==> src/rtl/neuro_pkg.sv <==
// Shared definitions for the neuromorphic datapath blocks.
//   NUM_CH_DEF      default number of spike channels
//   WINDOW_LOG2_DEF default log2 of the rate window length (enabled cycles)
//   CNT_W_DEF       default width of a per-channel rate count
//   sat_inc()       increment that sticks at a ceiling instead of wrapping
package neuro_pkg;

    localparam int NUM_CH_DEF      = 3;
    localparam int WINDOW_LOG2_DEF = 8;
    localparam int CNT_W_DEF       = 8;

    // Increment cnt by one, but never beyond max. Callers cast the result
    // back to their own counter width.
    function automatic logic [31:0] sat_inc(input logic [31:0] cnt,
                                            input logic [31:0] max);
        return (cnt >= max) ? max : cnt + 32'd1;
    endfunction

endpackage

==> src/rtl/spike_rate_decoder_if.sv <==
// Snapshot hand-off between the spike rate decoder and its consumer.
//   rate_out   packed per-channel counts, channel i at [i*CNT_W +: CNT_W]
//   rate_valid snapshot available
//   rate_ready consumer accepts the snapshot when valid && ready
// Modports: master = decoder side, slave = consumer side.
interface spike_rate_decoder_if
    import neuro_pkg::*;
#(
    parameter int NUM_CH = NUM_CH_DEF,
    parameter int CNT_W  = CNT_W_DEF
) ();

    logic [NUM_CH*CNT_W-1:0] rate_out;
    logic                    rate_valid;
    logic                    rate_ready;

    modport master (
        output rate_out,
        output rate_valid,
        input  rate_ready
    );

    modport slave (
        input  rate_out,
        input  rate_valid,
        output rate_ready
    );

endinterface

==> src/rtl/spike_edge_counter.sv <==
// One spike channel: samples the line every cycle, detects rising edges and
// counts them with a saturating counter.
//   clk, rst_n   clock and asynchronous active-low reset
//   ena          count enable; history keeps sampling even when low
//   clr          restart the count (asserted on the last window cycle)
//   spike_in     spike line for this channel
//   cnt_closing  count including this cycle's edge; the value a window
//                closing on this cycle reports
module spike_edge_counter
    import neuro_pkg::*;
#(
    parameter int CNT_W = CNT_W_DEF
) (
    input  logic             clk,
    input  logic             rst_n,
    input  logic             ena,
    input  logic             clr,
    input  logic             spike_in,
    output logic [CNT_W-1:0] cnt_closing
);

    localparam logic [31:0] CNT_MAX = 32'((64'd1 << CNT_W) - 64'd1);

    logic             hist_reg;
    logic [CNT_W-1:0] cnt_reg;
    logic [CNT_W-1:0] cnt_next;
    logic             rise_det;

    // A line held high only produces an edge on its first high sample.
    assign rise_det = spike_in & ~hist_reg;

    always_comb begin
        cnt_next = cnt_reg;
        if (rise_det) begin
            cnt_next = CNT_W'(sat_inc(32'(cnt_reg), CNT_MAX));
        end
    end

    // Edges on the closing cycle still belong to the closing window, so the
    // snapshot takes the updated value rather than the stored one.
    assign cnt_closing = cnt_next;

    always_ff @(posedge clk or negedge rst_n) begin
        if (!rst_n) begin
            hist_reg <= 1'b0;
            cnt_reg  <= '0;
        end else begin
            // Sampled regardless of ena so re-enabling never sees a stale 0.
            hist_reg <= spike_in;
            if (ena) begin
                cnt_reg <= clr ? '0 : cnt_next;
            end
        end
    end

endmodule

==> src/rtl/spike_rate_decoder.sv <==
// Spike rate decoder: counts rising edges per channel over a window of
// 2**WINDOW_LOG2 enabled cycles and offers each window's counts as one
// snapshot on a valid/ready interface.
//   clk, rst_n  clock and asynchronous active-low reset
//   ena         count enable; low freezes window position and counters
//   spike_in    spike lines, bit i = channel i
//   rate_if     snapshot interface (rate_out / rate_valid / rate_ready)
//   overrun     sticky flag: a completed window was dropped because the
//               previous snapshot was still waiting
module spike_rate_decoder
    import neuro_pkg::*;
#(
    parameter int NUM_CH      = NUM_CH_DEF,
    parameter int WINDOW_LOG2 = WINDOW_LOG2_DEF,
    parameter int CNT_W       = CNT_W_DEF
) (
    input  logic                clk,
    input  logic                rst_n,
    input  logic                ena,
    input  logic [NUM_CH-1:0]   spike_in,
    spike_rate_decoder_if.master rate_if,
    output logic                overrun
);

    logic [WINDOW_LOG2-1:0]  win_cnt_reg;
    logic                    win_last;
    logic [NUM_CH*CNT_W-1:0] closing_counts;
    logic                    snap_load;
    logic                    xfer;

    logic [NUM_CH*CNT_W-1:0] rate_out_reg;
    logic [NUM_CH*CNT_W-1:0] rate_out_next;
    logic                    rate_valid_reg;
    logic                    rate_valid_next;
    logic                    overrun_reg;
    logic                    overrun_next;

    // Last window cycle: the enabled cycle where the position is all-ones.
    assign win_last = ena & (&win_cnt_reg);

    genvar gi;
    generate
        for (gi = 0; gi < NUM_CH; gi++) begin : g_ch
            spike_edge_counter #(
                .CNT_W(CNT_W)
            ) u_cnt (
                .clk        (clk),
                .rst_n      (rst_n),
                .ena        (ena),
                .clr        (win_last),
                .spike_in   (spike_in[gi]),
                .cnt_closing(closing_counts[gi*CNT_W +: CNT_W])
            );
        end
    endgenerate

    assign xfer      = rate_valid_reg & rate_if.rate_ready;
    // A slot is free if empty or being emptied on this same edge.
    assign snap_load = win_last & (~rate_valid_reg | rate_if.rate_ready);

    always_comb begin
        rate_out_next   = rate_out_reg;
        rate_valid_next = rate_valid_reg;
        overrun_next    = overrun_reg;
        if (xfer) begin
            rate_valid_next = 1'b0;
        end
        if (snap_load) begin
            rate_out_next   = closing_counts;
            rate_valid_next = 1'b1;
        end
        if (win_last && rate_valid_reg && !rate_if.rate_ready) begin
            overrun_next = 1'b1;
        end
    end

    always_ff @(posedge clk or negedge rst_n) begin
        if (!rst_n) begin
            win_cnt_reg    <= '0;
            rate_out_reg   <= '0;
            rate_valid_reg <= 1'b0;
            overrun_reg    <= 1'b0;
        end else begin
            if (ena) begin
                win_cnt_reg <= win_cnt_reg + 1'b1;   // wraps naturally
            end
            rate_out_reg   <= rate_out_next;
            rate_valid_reg <= rate_valid_next;
            overrun_reg    <= overrun_next;
        end
    end

    assign rate_if.rate_out   = rate_out_reg;
    assign rate_if.rate_valid = rate_valid_reg;
    assign overrun            = overrun_reg;

endmodule

==> src/flat_wrapper.sv <==
// flat-port wrapper written by rule: the top's interface ports become plain ports
module spike_rate_decoder_flat import neuro_pkg::*;
#(
    parameter int NUM_CH      = NUM_CH_DEF,
    parameter int WINDOW_LOG2 = WINDOW_LOG2_DEF,
    parameter int CNT_W       = CNT_W_DEF
)
  (clk, rst_n, ena, spike_in, overrun, rate_if_rate_out, rate_if_rate_valid, rate_if_rate_ready);
  spike_rate_decoder_if #(.NUM_CH(NUM_CH), .CNT_W(CNT_W)) rate_if_i ();
  input  logic clk;
  input  logic rst_n;
  input  logic ena;
  input  logic [NUM_CH-1:0] spike_in;
  output logic overrun;
  output wire logic [$bits(rate_if_i.rate_out)-1:0] rate_if_rate_out;
  output wire logic [$bits(rate_if_i.rate_valid)-1:0] rate_if_rate_valid;
  input wire logic [$bits(rate_if_i.rate_ready)-1:0] rate_if_rate_ready;
  assign rate_if_rate_out = rate_if_i.rate_out;
  assign rate_if_rate_valid = rate_if_i.rate_valid;
  assign rate_if_i.rate_ready = rate_if_rate_ready;
  spike_rate_decoder #(.NUM_CH(NUM_CH), .WINDOW_LOG2(WINDOW_LOG2), .CNT_W(CNT_W)) u_core (.clk(clk), .rst_n(rst_n), .ena(ena), .spike_in(spike_in), .rate_if(rate_if_i), .overrun(overrun));
endmodule
==> config.mk <==
export PLATFORM = sky130hd
export DESIGN_NAME = spike_rate_decoder_flat
export DESIGN_NICKNAME = d
export VERILOG_FILES = /design/src/rtl/neuro_pkg.sv /design/src/rtl/spike_rate_decoder_if.sv /design/src/rtl/spike_edge_counter.sv /design/src/rtl/spike_rate_decoder.sv /design/src/flat_wrapper.sv
export SDC_FILE = /design/constraint.sdc
export NUM_CORES = 1
export LEC_CHECK = 0
export CELL_PAD_IN_SITES_DETAIL_PLACEMENT = 1
export CELL_PAD_IN_SITES_GLOBAL_PLACEMENT = 1
export CORE_MARGIN = 8
export CORE_UTILIZATION = 44
export DETAILED_ROUTE_END_ITERATION = 16
export PLACE_DENSITY = 0.81
export SLEW_MARGIN = 20
export SYNTH_ARGS = -nofsm -noshare
export SYNTH_HDL_FRONTEND = slang
export SYNTH_SLANG_ARGS = --single-unit
==> constraint.sdc <==
create_clock -name clk -period 2 [get_ports clk]
set_clock_uncertainty 0.15 [all_clocks]
set_input_delay 0.2 -clock clk [delete_from_list [all_inputs] [get_ports clk]]
set_output_delay 0.2 -clock clk [all_outputs]
set_load 0.01 [all_outputs]
==> metrics.md <==
| Metric | Value |
|---|---|
| Hpwl dp | 5548 um |
| DP Area | 0.003704 mm^2 |
| Max_cap viols | 0 |
| Fin util | 57.29% |
| Initial DRC Count | 62 |
| Clock transition at path regs | 70 ps |
| F_max | between 500 and 600 MHz |
| Async SR Flop Fraction | 100.0% |
| Die width | 100.2 um |
| Nets@finish | between 300 and 400 |
| Drt drc | 0 |
| Startpoint Class | flip-flop |
| Vias after detailed routing | 2652 |
| Worst min path class | input port to flip-flop |
| Synth Cell Area | 0.003118 mm^2 |
| EDFF count, synth | 0 |
| Largest net degree at the start of global routing | 62 |
| Sequential share of the synthesized area | 48.96% |
| Die Ht | 100.2 um |
| Core Footprint | 0.006832 mm^2 |
| CTS tree | yes |
| CTS sink cnt | 61 |
| Worst Setup EP | u_core.rate_if.rate_out[6] |
| Reg2Reg Depth | 5 |
| Fin. max-slew vios | 0 |
| Number of primary I/O pins | 33 |
| Clock root buffer | clkbuf_8 |
| Sequential power share | 47.9% |
| Site row count | 30 |
| Biggest fanout along the worst timing path | 6 |
| Worst VDD drop | about 0.47 mV |
| Sw power | 1194 uW |
| Pwr dens | 922.1 mW/mm^2 |
| FF+latch area | 0.001526 mm^2 |
| Global placement routability congestion | 0.8085 |
| Status | finished, final reports clean |
| Synth area leader | dfrtp_1 |
| Int Power | 2415 uW |
| Comb power frac | 23.7% |
| YS warnings | 0 |
| FILL cells | between 700 and 800 |
| Syn Nets | 323 |
| Post-place setup slack | 19.00 ps |
| Clock Tree Buf Depth | 2 |
| Synth top cells by count | 61 x dfrtp_1, 28 x nand2_1, 27 x a21oi_1 |
| CTS HTree Levels | 3 |
| Worst-Margin Slew | roughly 340 ps |
| FF+latch count, synth | a little over 60 |
| Pwr Total | 3609 uW |
| Syn-to-layout area delta | 25.52% |
| Die area | 0.01004 mm^2 |
| Cell variety after synth | 50 |
| Part of the cycle the worst path needs | 93.53% |
| Ratio of cells with drive above 1 in the final layout | 16.84% |
| Routed WL per cell | approximately 18 um |
| Port buffer count | 32 |
| First-pass GRT wire length | about 14000 um |
| Drt pass-1 iters | 4 |
| CTS Buf Count | 9 |
| ANT nets after route | 0 |
| FF-to-FF End | u_core.rate_if.rate_out[6] |
| Synth top area share | 48.96% |
| Synth top area cells | dfrtp_1 49%, a21oi_1 4.3%, xnor2_1 3.7% |
| Most frequent cell after synthesis | dfrtp_1 |
| Syn Inst Count | roughly 310 |
| Post-route design area | between 0.003 and 0.004 mm^2 |
| Clock power share | 28.5% |
| Total Routing Usage GR | approximately 18% |
| Critical path class | flip-flop to flip-flop |
| Starting density of the core | 45.64% |
| Req. time, crit path | 2070 ps |
| Vias in the first global route | 2808 |
| PnR worst setup slack | 129.4 ps |
| Crit path time final | 1871 ps |
| Worst r2r src | u_core.g_ch[0].u_cnt.cnt_reg[0] |
| CP arrival | between 1500 and 2000 ps |
| R2R setup slack | 130 ps |
| Crit end category | flip-flop |
| GR Overflow Total | 0 |
| Post-Syn Area per Cell | 9.994 um^2 |
| Leak | 0.001758 uW |
| Ant diodes | 0 |
| Rel. slew slack | between 70% and 80% |
| Worst-Skew Late Latency | 340 ps |
| Switching Share | around a third |
| Multi-input gate area | 0.001479 mm^2 |
| Initial antenna violation count | 0 |
| WL final | 8366 um |
| Final setup fails | 0 |
| Final Hold Violating Endpoints | 0 |
| Critical Path Start | u_core.g_ch[0].u_cnt.cnt_reg[0] |
| Vias per cell | 5.643 |
| Hold slack | between 200 and 250 ps |
| Top_reg_cell synth | dfrtp_1 |
==> how the worst min path moves through the flow <==
stage	from	to	slack, ps	depth (start not counted)
6_report	spike_in[0]	u_core.g_ch[0].u_cnt.hist_reg	210	1
5_1_grt	spike_in[0]	u_core.g_ch[0].u_cnt.hist_reg	220	1
4_1_cts	spike_in[0]	u_core.g_ch[0].u_cnt.hist_reg	210	1
3_5_place_dp	rst_n	u_core.rate_if.rate_out[21]	90	2
3_3_place_gp	rst_n	u_core.rate_if.rate_out[21]	90	2
2_1_floorplan	rst_n	u_core.g_ch[0].u_cnt.cnt_reg[0]	-250	0
==> kinds of logic (layout without fill, tap and decap cells) <==
kind of cell    Yosys count  in the layout  synth area share, %
simple gates            123            123                22.59
compound gates           78             78                15.41
flops                    61             61                48.96
buf+inv                  20             82                3.612
xor+xnor                 16             16                4.495
mux                      10             10                3.331
fa+ha+maj                 4              4                1.605
==> metrics by stage <==
| step | std cells | TNS [ps] |
|---|---|---|
| after floorplan | 312 | 0 |
| after global placement | 451 | 0 |
| after detailed placement | 451 | 0 |
| after CTS | 467 | 0 |
| after global routing | 470 | -100.7 |
| final | 470 | 0 |
==> per-layer routing <==
layer	part of all wire [%]	wire length (um)	GRT usage (%)	vias up
met2	49	4085	28.46	59
met3	4.2	351	4.221	18
met5	0	0	0	-
li1	-	-	-	1248
met4	2.5	213	9.767	0
met1	44	3716	21.42	1327
==> area by class of cell <==
cell class              instances  share of cell area [%]
clock inverters                 1                  0.1279
repair buffers                 65                   15.41
well taps                      96                   3.069
inverters                       2                  0.1918
flip-flops and latches         61                   39.00
multi-input cells             231                   37.79
clock buffers                  14                   4.412
==> critical path, cell delays in order (launching register included) <==
cell and delay, ps:
dfrtp_1 420, ha_1 250, and4b_1 340, and3_1 210, mux2i_1 250, o21ai_0 120
==> layout by cell type, fill, tap and decap left out, drive strengths merged, types with 4 or more instances in the layout <==
cell,instances
mux2i,7
nand2,28
dfrtp,61
clkbuf,14
o21ai,19
nand3,12
nor2b,6
a31oi,10
nor2,22
and3,8
and2,7
a31o,4
clkdlybuf4s50,31
ha,4
and4,10
a21oi,30
nor3,11
nand4,7
xnor2,13
buf,33
==> power groups by stage <==
stage                     combinational [uW]  sequential [uW]  clock [uW]
after detailed placement                 795             1730           0
after CTS                                816             1720        1050
after floorplan                          549             1640           0
after global placement                   754             1710           0
after global routing                     958             1760        1090
final                                    854             1730        1030
==> what timing repair did <==
item                                    CTS  global route
hold buffers                              1             0
buffers inserted                          0             3
endpoints found under the setup margin    0             8
hold endpoints to repair                 61             0
resized for setup                         0             0
Power figures use the tool's default switching activity.
